==> src/rtl/int_pkg.sv <==
// Shared types and constants for the peripheral interrupt controller.
package int_pkg;

    // Default number of interrupt sources wired into the controller.
    localparam int DEFAULT_NSRC = 8;

    // Upper bound on sources the controller is designed to handle.
    localparam int MAX_NSRC = 16;

    // Handshake states toward the CPU core.
    typedef enum logic [1:0] {
        IDLE     = 2'd0,
        REQ      = 2'd1,
        WAIT_LOW = 2'd2
    } int_state_t;

    // Source numbering for the timer/counter event lines.
    localparam int SRC_TC0_OCA = 0;
    localparam int SRC_TC0_OCB = 1;
    localparam int SRC_TC0_TOV = 2;
    localparam int SRC_TC1_OCA = 3;
    localparam int SRC_TC1_OCB = 4;
    localparam int SRC_TC1_TOV = 5;

endpackage

==> src/rtl/int_prio_enc.sv <==
// Lowest-index-first priority encoder: index 0 has the highest priority.
module int_prio_enc #(
    parameter int N = 8,
    parameter int W = $clog2(N)
) (
    input  logic [N-1:0] req,
    output logic         any,
    output logic [W-1:0] idx
);

    // Scan from the top down so the lowest set index is the last one written.
    always_comb begin
        any = |req;
        idx = '0;
        for (int i = N - 1; i >= 0; i--) begin
            if (req[i]) begin
                idx = W'(i);
            end
        end
    end

endmodule

==> src/rtl/int_ctrl.sv <==
// Interrupt controller: latches source event pulses into pending flags,
// masks them with per-source and global enables, and runs a
// request/acknowledge handshake toward the CPU with a stable vector.
module int_ctrl
    import int_pkg::*;
#(
    parameter int NSRC  = DEFAULT_NSRC,
    parameter int VEC_W = $clog2(NSRC)
) (
    input  logic             clk,
    input  logic             rst,
    input  logic [NSRC-1:0]  src_pulse,
    input  logic [NSRC-1:0]  src_enable,
    input  logic             status_reg_interrupt_enable,
    input  logic             clr_valid,
    input  logic [NSRC-1:0]  clr_mask,
    output logic [NSRC-1:0]  pending,
    output logic             interrupt_request,
    output logic [VEC_W-1:0] vector,
    input  logic             interrupt_executed
);

    int_state_t       state_q, state_d;
    logic [NSRC-1:0]  pending_q, pending_d;
    logic [VEC_W-1:0] vector_q, vector_d;
    logic             exec_q;

    logic [NSRC-1:0]  eligible;
    logic             eligible_any;
    logic [VEC_W-1:0] eligible_idx;
    logic [NSRC-1:0]  vector_onehot;
    logic [NSRC-1:0]  sw_clear;
    logic [NSRC-1:0]  ack_clear;
    logic             ack;
    logic             ack_taken;
    logic             sw_withdraw;

    // Only a rising edge of the CPU acknowledge counts; exec_q starting
    // high keeps a level that is already high out of reset from counting.
    assign ack = interrupt_executed & ~exec_q;

    // Software clear is a write-1-to-clear mask qualified by its strobe.
    assign sw_clear = clr_valid ? clr_mask : '0;

    // One-hot form of the latched vector, used to retire its pending flag.
    assign vector_onehot = NSRC'(1) << vector_q;

    // A source can only be requested when both its own and the global enable are set.
    assign eligible = status_reg_interrupt_enable ? (pending_q & src_enable) : '0;

    // Software clearing the latched source withdraws the request, unless a
    // new pulse on that source lands in the same cycle and keeps it pending.
    assign sw_withdraw = sw_clear[vector_q] & ~src_pulse[vector_q];

    int_prio_enc #(
        .N (NSRC),
        .W (VEC_W)
    ) u_prio_enc (
        .req (eligible),
        .any (eligible_any),
        .idx (eligible_idx)
    );

    // Next-state and vector selection for the CPU handshake.
    always_comb begin
        state_d   = state_q;
        vector_d  = vector_q;
        ack_taken = 1'b0;
        unique case (state_q)
            IDLE: begin
                if (eligible_any) begin
                    state_d  = REQ;
                    vector_d = eligible_idx;
                end
            end
            REQ: begin
                if (ack) begin
                    ack_taken = 1'b1;
                    state_d   = WAIT_LOW;
                end else if (!status_reg_interrupt_enable || sw_withdraw) begin
                    state_d = IDLE;
                end
            end
            WAIT_LOW: begin
                if (!interrupt_executed) begin
                    state_d = IDLE;
                end
            end
            default: begin
                state_d = IDLE;
            end
        endcase
    end

    // Pending update: clears first, then new pulses, so a set always wins.
    always_comb begin
        ack_clear = ack_taken ? vector_onehot : '0;
        pending_d = (pending_q & ~(sw_clear | ack_clear)) | src_pulse;
    end

    // State, pending flags, vector and acknowledge history registers.
    always_ff @(posedge clk or posedge rst) begin
        if (rst) begin
            state_q   <= IDLE;
            pending_q <= '0;
            vector_q  <= '0;
            exec_q    <= 1'b1;
        end else begin
            state_q   <= state_d;
            pending_q <= pending_d;
            vector_q  <= vector_d;
            exec_q    <= interrupt_executed;
        end
    end

    assign pending           = pending_q;
    assign vector            = vector_q;
    assign interrupt_request = (state_q == REQ);

endmodule

==> config.mk <==
export PLATFORM = sky130hd
export DESIGN_NAME = int_ctrl
export DESIGN_NICKNAME = d
export VERILOG_FILES = /design/src/rtl/int_pkg.sv /design/src/rtl/int_prio_enc.sv /design/src/rtl/int_ctrl.sv
export SDC_FILE = /design/constraint.sdc
export NUM_CORES = 1
export LEC_CHECK = 0
export CAP_MARGIN = 20
export CORE_MARGIN = 2
export CORE_UTILIZATION = 45
export DETAILED_ROUTE_END_ITERATION = 10
export DONT_BUFFER_PORTS = 1
export MAX_ROUTING_LAYER = met4
export SYNTH_ARGS = -nofsm -noshare
export SYNTH_HDL_FRONTEND = slang
export SYNTH_SLANG_ARGS = --single-unit
export TNS_END_PERCENT = 5
==> constraint.sdc <==
create_clock -name clk -period 2.5 [get_ports clk]
set_input_delay 0.25 -clock clk [delete_from_list [all_inputs] [get_ports clk]]
set_output_delay 0.25 -clock clk [all_outputs]
set_load 0.005 [all_outputs]
==> summary.txt, run 1 <==
status = finished clean
DRT Pass-1 Iters = 4
share of layout cells above drive strength 1 = 14.6%
Area Growth Syn to Fin = 7.71%
num rows = 16
pins over their slew limit = 0
max_slew headroom = 62.4%
crit path launch = pending[7]
final hold vios = 0
Avg WL per Cell = 17.8 µm
worst r2r src = pending[7]
Place WS = 0.964 ns
gpl congestion = 0.865
die width = 48.5 µm
diodes inserted = 0
critical path required time = 2.66 ns
Clock Latency Late Sink = 0.29 ns
RSZ-0062 raised after global routing = no
DR vias/cell = 6.16
Syn Std Cell Area = 892 µm²
die area = 2350 µm²
post-DP HPWL = 1790 µm
Synth Flop Type = dfrtp_1
nets = 133
most common cell in the netlist = nand2_1
Pleak = 0.000403 µW
clk slew on worst S/H paths = 0.10 ns
H-tree Lvls = 1
global-route wire length before repair = 3710 µm
Synth async-reset ratio = 100%
Initial DRC Count = 17
starting density of the core = 46.4%
crit-path max FO = 4
CP Launch Type = flip-flop
number of synthesized flops with an enable pin = 0
Worst Setup End Kind = flip-flop
# setup viols final = 0
Mean Syn Cell Area = 8.92 µm²
top-area cell type share of the netlist area = 36.5%
Final Critical Period = 1.57 ns
fin crit share = 63.0%
Max Clock Skew = 0.0179 ns
Cell Pwr Density = 693 nW/µm²
commonest cells in the netlist = nand2_1, dfrtp_1, a31o_2, inv_1, o21ai_0
top cells by area, synth = dfrtp_1, nand2_1, a31o_2
# clock sinks = 14
max cap viols = 0
Total Routed Length = 2320 µm
port bufs = 0
die height = 48.5 µm
crit path DAT = 1.73 ns
total of fill cells in the finished design = 199
Post-route DRC = 0
vias = 801
CTS tree = done
final core occ = 50.0%
FF+latch count, synth = 14
maximum vdd ir drop = 392 µV
GRT Total Usage = 21.4%
HP Class = input port to flip-flop
hold_ws = 0.0585 ns
vias in the first global route = 807
Root Driver = clkbuf_4
worst-case clock buffer depth = 2
Core ar. = 1920 µm²
antenna violations before repair = 0
achievable frequency = 0.635 GHz
synth warn = 0
Top Ports = 41
Mapped Cells = 100
post-synthesis net count = 129
TritonCTS Buffers = 3
synth unique cells = 31
PnR worst setup slack = 0.926 ns
Fin Setup TNS = 0 ns
sequential area share after synthesis = 39.4%
cell taking the most area after synthesis = dfrtp_1
grt total ovfl = 0
WS Path Type = flip-flop to flip-flop
worst slew pin tran = 0.564 ns
Post-DRT Antenna Nets = 0
worst hold start = src_pulse[0]
largest net degree at the start of global routing = 15
[flip-flops by register name, summed over array words and instances (netlist names)]
register / cells
state_q: 2
exec_q: 1
pending: 8
vector: 3
[logic make-up (layout without fill, tap and decap cells)]
| group | after synthesis | after routing | synth area share (%) |
|---|---|---|---|
| buffers and inverters | 9 | 12 | 3.79 |
| AOI/OAI and AO/OA | 31 | 31 | 29.6 |
| DFF | 14 | 14 | 39.4 |
| and+or+nand+nor | 46 | 46 | 27.2 |
[power breakdown]
group / internal [µW] / leakage [µW] / switching, µW
combinational: 86.9 / 0.000235 / 80.5
clock: 61.9 / 0.0000150 / 73.8
sequential: 263 / 0.000154 / 99.7
total: 412 / 0.000403 / 254
[final cells by class]
cell class / instances / area, µm² / share of cell area [%]
clock buffer: 4 / 26.3 / 2.73
timing repair buffer: 2 / 20.0 / 2.08
tap: 27 / 33.8 / 3.52
sequential: 14 / 352 / 36.6
inverter: 6 / 22.5 / 2.34
multi-input combinational: 77 / 507 / 52.7
[cell usage in the layout, fill, tap and decap left out]
cell type / instances
dlygate4sd3_1: 2
nand3b_1: 1
o32ai_1: 2
dfrtp_1: 13
o211a_1: 1
o31a_1: 1
a21oi_1: 2
nor3_2: 3
a22o_1: 4
nand4b_1: 1
nand3_1: 2
nand2b_1: 3
o41ai_4: 1
nand2_1: 23
clkbuf_4: 3
or2_1: 1
and2_1: 1
a31oi_1: 1
nor2_1: 2
nor3_1: 2
o21ai_0: 6
o32a_1: 2
and3_1: 1
a32oi_1: 2
inv_1: 6
or3b_1: 1
dfstp_2: 1
nor3b_1: 2
a41o_1: 2
clkbuf_1: 1
a31o_2: 7
and3b_1: 1
nor2b_1: 2
[worst paths after layout]
check	end	slack, ns	depth (start not counted)
hold / removal	pending[0]	0.06	1
setup reg to reg	vector[0]	0.93	4
setup / recovery	vector[0]	0.93	4
min in group asynchronous	pending[0]	0.44	2
hold reg to reg	pending[6]	0.60	1
max in group asynchronous	exec_q	1.66	2
[metal layers]
layer	vias up	wire, µm	track usage [%]	share of wire, %
met5	-	0	-	0
li1	378	-	-	-
met3	8	255	6.48	11
met2	42	1020	30.6	44
met4	0	62	11.4	2.7
met1	373	982	27.3	42
[metrics by stage]
stage	power (µW)	instance area (µm²)	std cells
after floorplan	484	892	100
after global placement	529	915	124
after detailed placement	530	915	124
after CTS	670	961	130
after global routing	720	961	130
final	666	961	130
[worst max-delay path: stages (launching register included)]
cell and delay, ns:
dfrtp_1 0.44, a22o_1 0.28, o41ai_4 0.39, nor3_2 0.08, a41o_1 0.25
[timing repair]
action                    CTS  global route
hold endpoints to repair   14             0
buffers inserted            0             0
hold buffers                2             0
gates resized for setup     0             0
No activity file was read; power rests on OpenSTA's default activity.
==> run 2: changes to the inputs <==
==> constraint.sdc (replaced) <==
create_clock -name clk -period 1.3 [get_ports clk]
set_input_delay 0.13 -clock clk [delete_from_list [all_inputs] [get_ports clk]]
set_output_delay 0.13 -clock clk [all_outputs]
set_load 0.005 [all_outputs]
==> summary.txt, run 2 (synthesis gave the netlist of run 1 again) <==
status = finished, violations left
failing checks = setup timing
Total Routed Length = 2780 µm
die width = 48.5 µm
clk slew on worst S/H paths = 0.09 ns
Flop pwr share = 36.0%
CP cell instances = a22o_1, o41ai_4, nor3_2, a41o_1
vias in the first global route = 933
Post-DRT Antenna Nets = 0
WP buf/inv = 0
max_slew headroom = 64.2%
CTS tree = done
worst r2r dst = vector[0]
vias = 952
hold path depth = 2
port bufs = 0
RSZ-0062 raised after global routing = yes
DRT Pass-1 Iters = 4
H-tree Lvls = 1
final instance area = 1280 µm²
Slowest cell on crit path = o41ai_4
num rows = 16
worst-case clock buffer depth = 2
Core ar. = 1920 µm²
share of layout cells above drive strength 1 = 32.8%
post-DP HPWL = 1980 µm
crit-path max FO = 2
fin crit share = 112%
Clock Latency Late Sink = 0.29 ns
gpl congestion = 0.855
achievable frequency = 0.690 GHz
Internal = 1090 µW
reg2reg path depth = 4
Avg WL per Cell = 17.3 µm
Comb pwr share = 45.0%
max reg flops = 8
diodes inserted = 0
worst slew pin tran = 0.537 ns
Max Clock Skew = 0.00231 ns
Worst Setup End Kind = flip-flop
TritonCTS Buffers = 3
most frequent cells in the layout = nand2_1, buf_4, dfrtp_1
antenna violations before repair = 0
worst hold start = clr_valid
crit path DAT = 1.64 ns
CP Launch Type = flip-flop
PnR worst setup slack = -0.150 ns
critical path required time = 1.49 ns
nets = 164
net switching power = 621 µW
Sw Ratio = 36.2%
Cell Pwr Density = 1340 nW/µm²
final hold vios = 0
die height = 48.5 µm
FF-to-FF setup slack = -0.15 ns
Setup Buffers After CTS = 0
largest net degree at the start of global routing = 15
starting density of the core = 46.4%
HP Class = input port to flip-flop
pins over their slew limit = 0
grt total ovfl = 0
Pleak = 0.000568 µW
CP top delay family = compound AO/OA/AOI/OAI gates
die area = 2350 µm²
worst r2r src = pending[6]
power share of the clock group = 18.9%
Initial DRC Count = 43
# clock sinks = 14
maximum vdd ir drop = 666 µV
WHS Endpoint = pending[0]
DP Area = 1080 µm²
Post-route DRC = 0
Top Ports = 41
DR vias/cell = 5.91
# setup viols final = 4
max cap viols = 0
CP max stage delay = 0.39 ns
global-route wire length before repair = 4510 µm
WS Path Type = flip-flop to flip-flop
Final Critical Period = 1.45 ns
most common cell after layout, fill and taps aside = nand2_1
Root Driver = clkbuf_4
GRT Total Usage = 26.3%
hold_ws = 0.0392 ns
Area Growth Syn to Fin = 43.5%
-- run 2: layout make-up --
| cell class | count | area (µm²) |
|---|---|---|
| fillers | 174 | 642 |
| clock buffers | 4 | 36.3 |
| inverters | 6 | 25.0 |
| multi-input cells | 77 | 547 |
| well taps | 27 | 33.8 |
| repair buffers | 33 | 287 |
| flip-flops and latches | 14 | 352 |
-- run 2: power by group through the flow --
stage / Clock, µW / Combinational, µW / Sequential (µW)
after global placement: 0 / 624 / 602
after detailed placement: 0 / 632 / 606
final: 324 / 773 / 618
after floorplan: 0 / 327 / 603
after CTS: 335 / 690 / 603
after global routing: 359 / 833 / 627
-- run 2: through the flow --
step / power [µW] / TNS, ns / setup WS [ns] / std cells / utilization, %
floorplan: 930 / -0.260 / -0.134 / 100 / -
global placement: 1230 / -0.252 / -0.113 / 146 / 56.2
detailed placement: 1240 / -0.346 / -0.136 / 146 / 56.2
CTS: 1630 / -0.334 / -0.151 / 161 / 64.9
global route: 1820 / -0.829 / -0.208 / 161 / 66.6
finish: 1720 / -0.373 / -0.150 / 161 / 66.6
-- run 2: repair_timing --
action,CTS,global route
resized for setup,4,10
endpoints found under the setup margin,10,13
pin swaps,0,1
hold buffers,11,0
endpoints found under the hold margin,24,0
-- run 2: how the worst max path moves through the flow --
stage	from	endpoint	slack, ns	cells past startpoint
6_report	pending[6]	vector[0]	-0.15	4
4_1_cts	pending[6]	vector[0]	-0.15	4
3_5_place_dp	pending[6]	vector[0]	-0.14	4
5_1_grt	pending[6]	vector[0]	-0.21	4
2_1_floorplan	pending[6]	vector[0]	-0.13	4
3_3_place_gp	pending[6]	vector[0]	-0.11	4
-- run 2: routing by layer --
| layer | vias up | share of wire [%] | track usage (%) |
|---|---|---|---|
| li1 | 440 | - | - |
| met1 | 445 | 42 | 35.1 |
| met2 | 58 | 45 | 39.6 |
| met3 | 9 | 9.4 | 4.63 |
| met4 | 0 | 3.0 | 11.4 |
| met5 | - | 0 | - |
==> run 3: changes to the inputs <==
--- a/config.mk
+++ b/config.mk
@@ -14,4 +14,4 @@
 export SYNTH_ARGS = -nofsm -noshare
 export SYNTH_HDL_FRONTEND = slang
 export SYNTH_SLANG_ARGS = --single-unit
-export TNS_END_PERCENT = 5
+export TNS_END_PERCENT = 50
==> summary.txt, run 3 (synthesis gave the netlist of run 1 again) <==
share of layout cells above drive strength 1 = 38.0%
H-tree Lvls = 1
die area = 2350 µm²
vias in the first global route = 934
storage element area = 352 µm²
maximum vdd ir drop = 736 µV
total of fill cells in the finished design = 174
critical path required time = 1.49 ns
clk slew on worst S/H paths = 0.09 ns
gpl congestion = 0.855
largest net degree at the start of global routing = 15
nets = 167
failing checks = setup timing
status = finished, violations left
DRT Pass-1 Iters = 4
Pleak = 0.000587 µW
Final Critical Period = 1.46 ns
# clock sinks = 14
diodes inserted = 0
DP Area = 1080 µm²
Multi-input gate area = 572 µm²
crit-path max FO = 2
Core ar. = 1920 µm²
CTS tree = done
max reg flops = 8
Post-DRT Antenna Nets = 0
max cap viols = 0
final hold vios = 0
starting density of the core = 46.4%
Clock Latency Late Sink = 0.30 ns
num rows = 16
Root Driver = clkbuf_4
Initial DRC Count = 40
WS Path Type = flip-flop to flip-flop
max_slew headroom = 63.1%
Top Ports = 41
pins over their slew limit = 0
global-route wire length before repair = 4390 µm
crit path DAT = 1.65 ns
vias = 966
Area Growth Syn to Fin = 47.7%
DR vias/cell = 5.89
Total Routed Length = 2810 µm
most common cell after layout, fill and taps aside = buf_4
post-DP HPWL = 1980 µm
worst-case clock buffer depth = 2
Cell Pwr Density = 1300 nW/µm²
Post-route DRC = 0
TritonCTS Buffers = 3
final instance area = 1320 µm²
Avg WL per Cell = 17.1 µm
worst slew pin tran = 0.553 ns
RSZ-0062 raised after global routing = yes
GRT Total Usage = 25.5%
CP Launch Type = flip-flop
Max Clock Skew = 0.00552 ns
port bufs = 0
antenna violations before repair = 0
grt total ovfl = 0
fin crit share = 112%
die width = 48.5 µm
Place WS = -0.136 ns
most frequent cells in the layout = buf_4, nand2_1, dfrtp_1
die height = 48.5 µm
HP Class = input port to flip-flop
Worst Setup End Kind = flip-flop
PnR worst setup slack = -0.161 ns
# setup viols final = 4
achievable frequency = 0.684 GHz
==> run 3: per-layer routing <==
metal	vias to the layer above	global-route usage [%]	part of all wire, %
li1	446	-	-
met1	461	34.9	42
met2	52	37.3	46
met3	7	4.32	9.7
met4	0	11.4	2.0
met5	-	-	0
==> run 3: worst paths after layout <==
check | startpoint | endpoint | slack [ns] | cells past startpoint
hold / removal | clr_valid | pending[0] | 0.03 | 2
hold reg to reg | pending[0] | pending[0] | 0.63 | 2
min in group asynchronous | rst | pending[0] | 0.31 | 2
setup reg to reg | pending[6] | vector[0] | -0.16 | 4
max in group asynchronous | rst | exec_q | 0.62 | 2
setup / recovery | pending[6] | vector[0] | -0.16 | 4
==> run 3: timing repair <==
item,in CTS,in global routing
gates resized for setup,7,10
endpoints found under the setup margin,10,13
setup buffers,0,4
endpoints found under the hold margin,24,0
hold buffers,11,0
pin swaps,0,5
==> run 3: critical path: stages (launching register included) <==
cell and delay [ns]:
dfrtp_1 0.39, a22o_1 0.26, o41ai_4 0.39, nor3_2 0.08, a41o_1 0.24
==> run 3: metrics by stage <==
| stage | hold WS [ns] | setup TNS, ns | cells | total power, µW | util [%] |
|---|---|---|---|---|---|
| after floorplan | 0.0185 | -0.260 | 100 | 930 | - |
| after global placement | 0.0971 | -0.252 | 146 | 1230 | 56.2 |
| after detailed placement | 0.0900 | -0.346 | 146 | 1240 | 56.2 |
| after CTS | 0.0345 | -0.273 | 161 | 1630 | 65.6 |
| after global routing | 0.0460 | -0.808 | 164 | 1810 | 68.6 |
| final | 0.0341 | -0.313 | 164 | 1710 | 68.6 |
==> run 3: final cells by class <==
cell class / instances / share of cell area, %
Clock buffer: 4 / 2.75
Inverter: 6 / 1.71
Tap cell: 27 / 2.56
Multi-Input combinational cell: 77 / 43.4
Sequential cell: 14 / 26.7
Timing Repair Buffer: 36 / 22.9
==> run 3: power breakdown <==
part	internal (µW)	switching (µW)
combinational	418	348
sequential	507	108
clock	171	159
total	1100	615
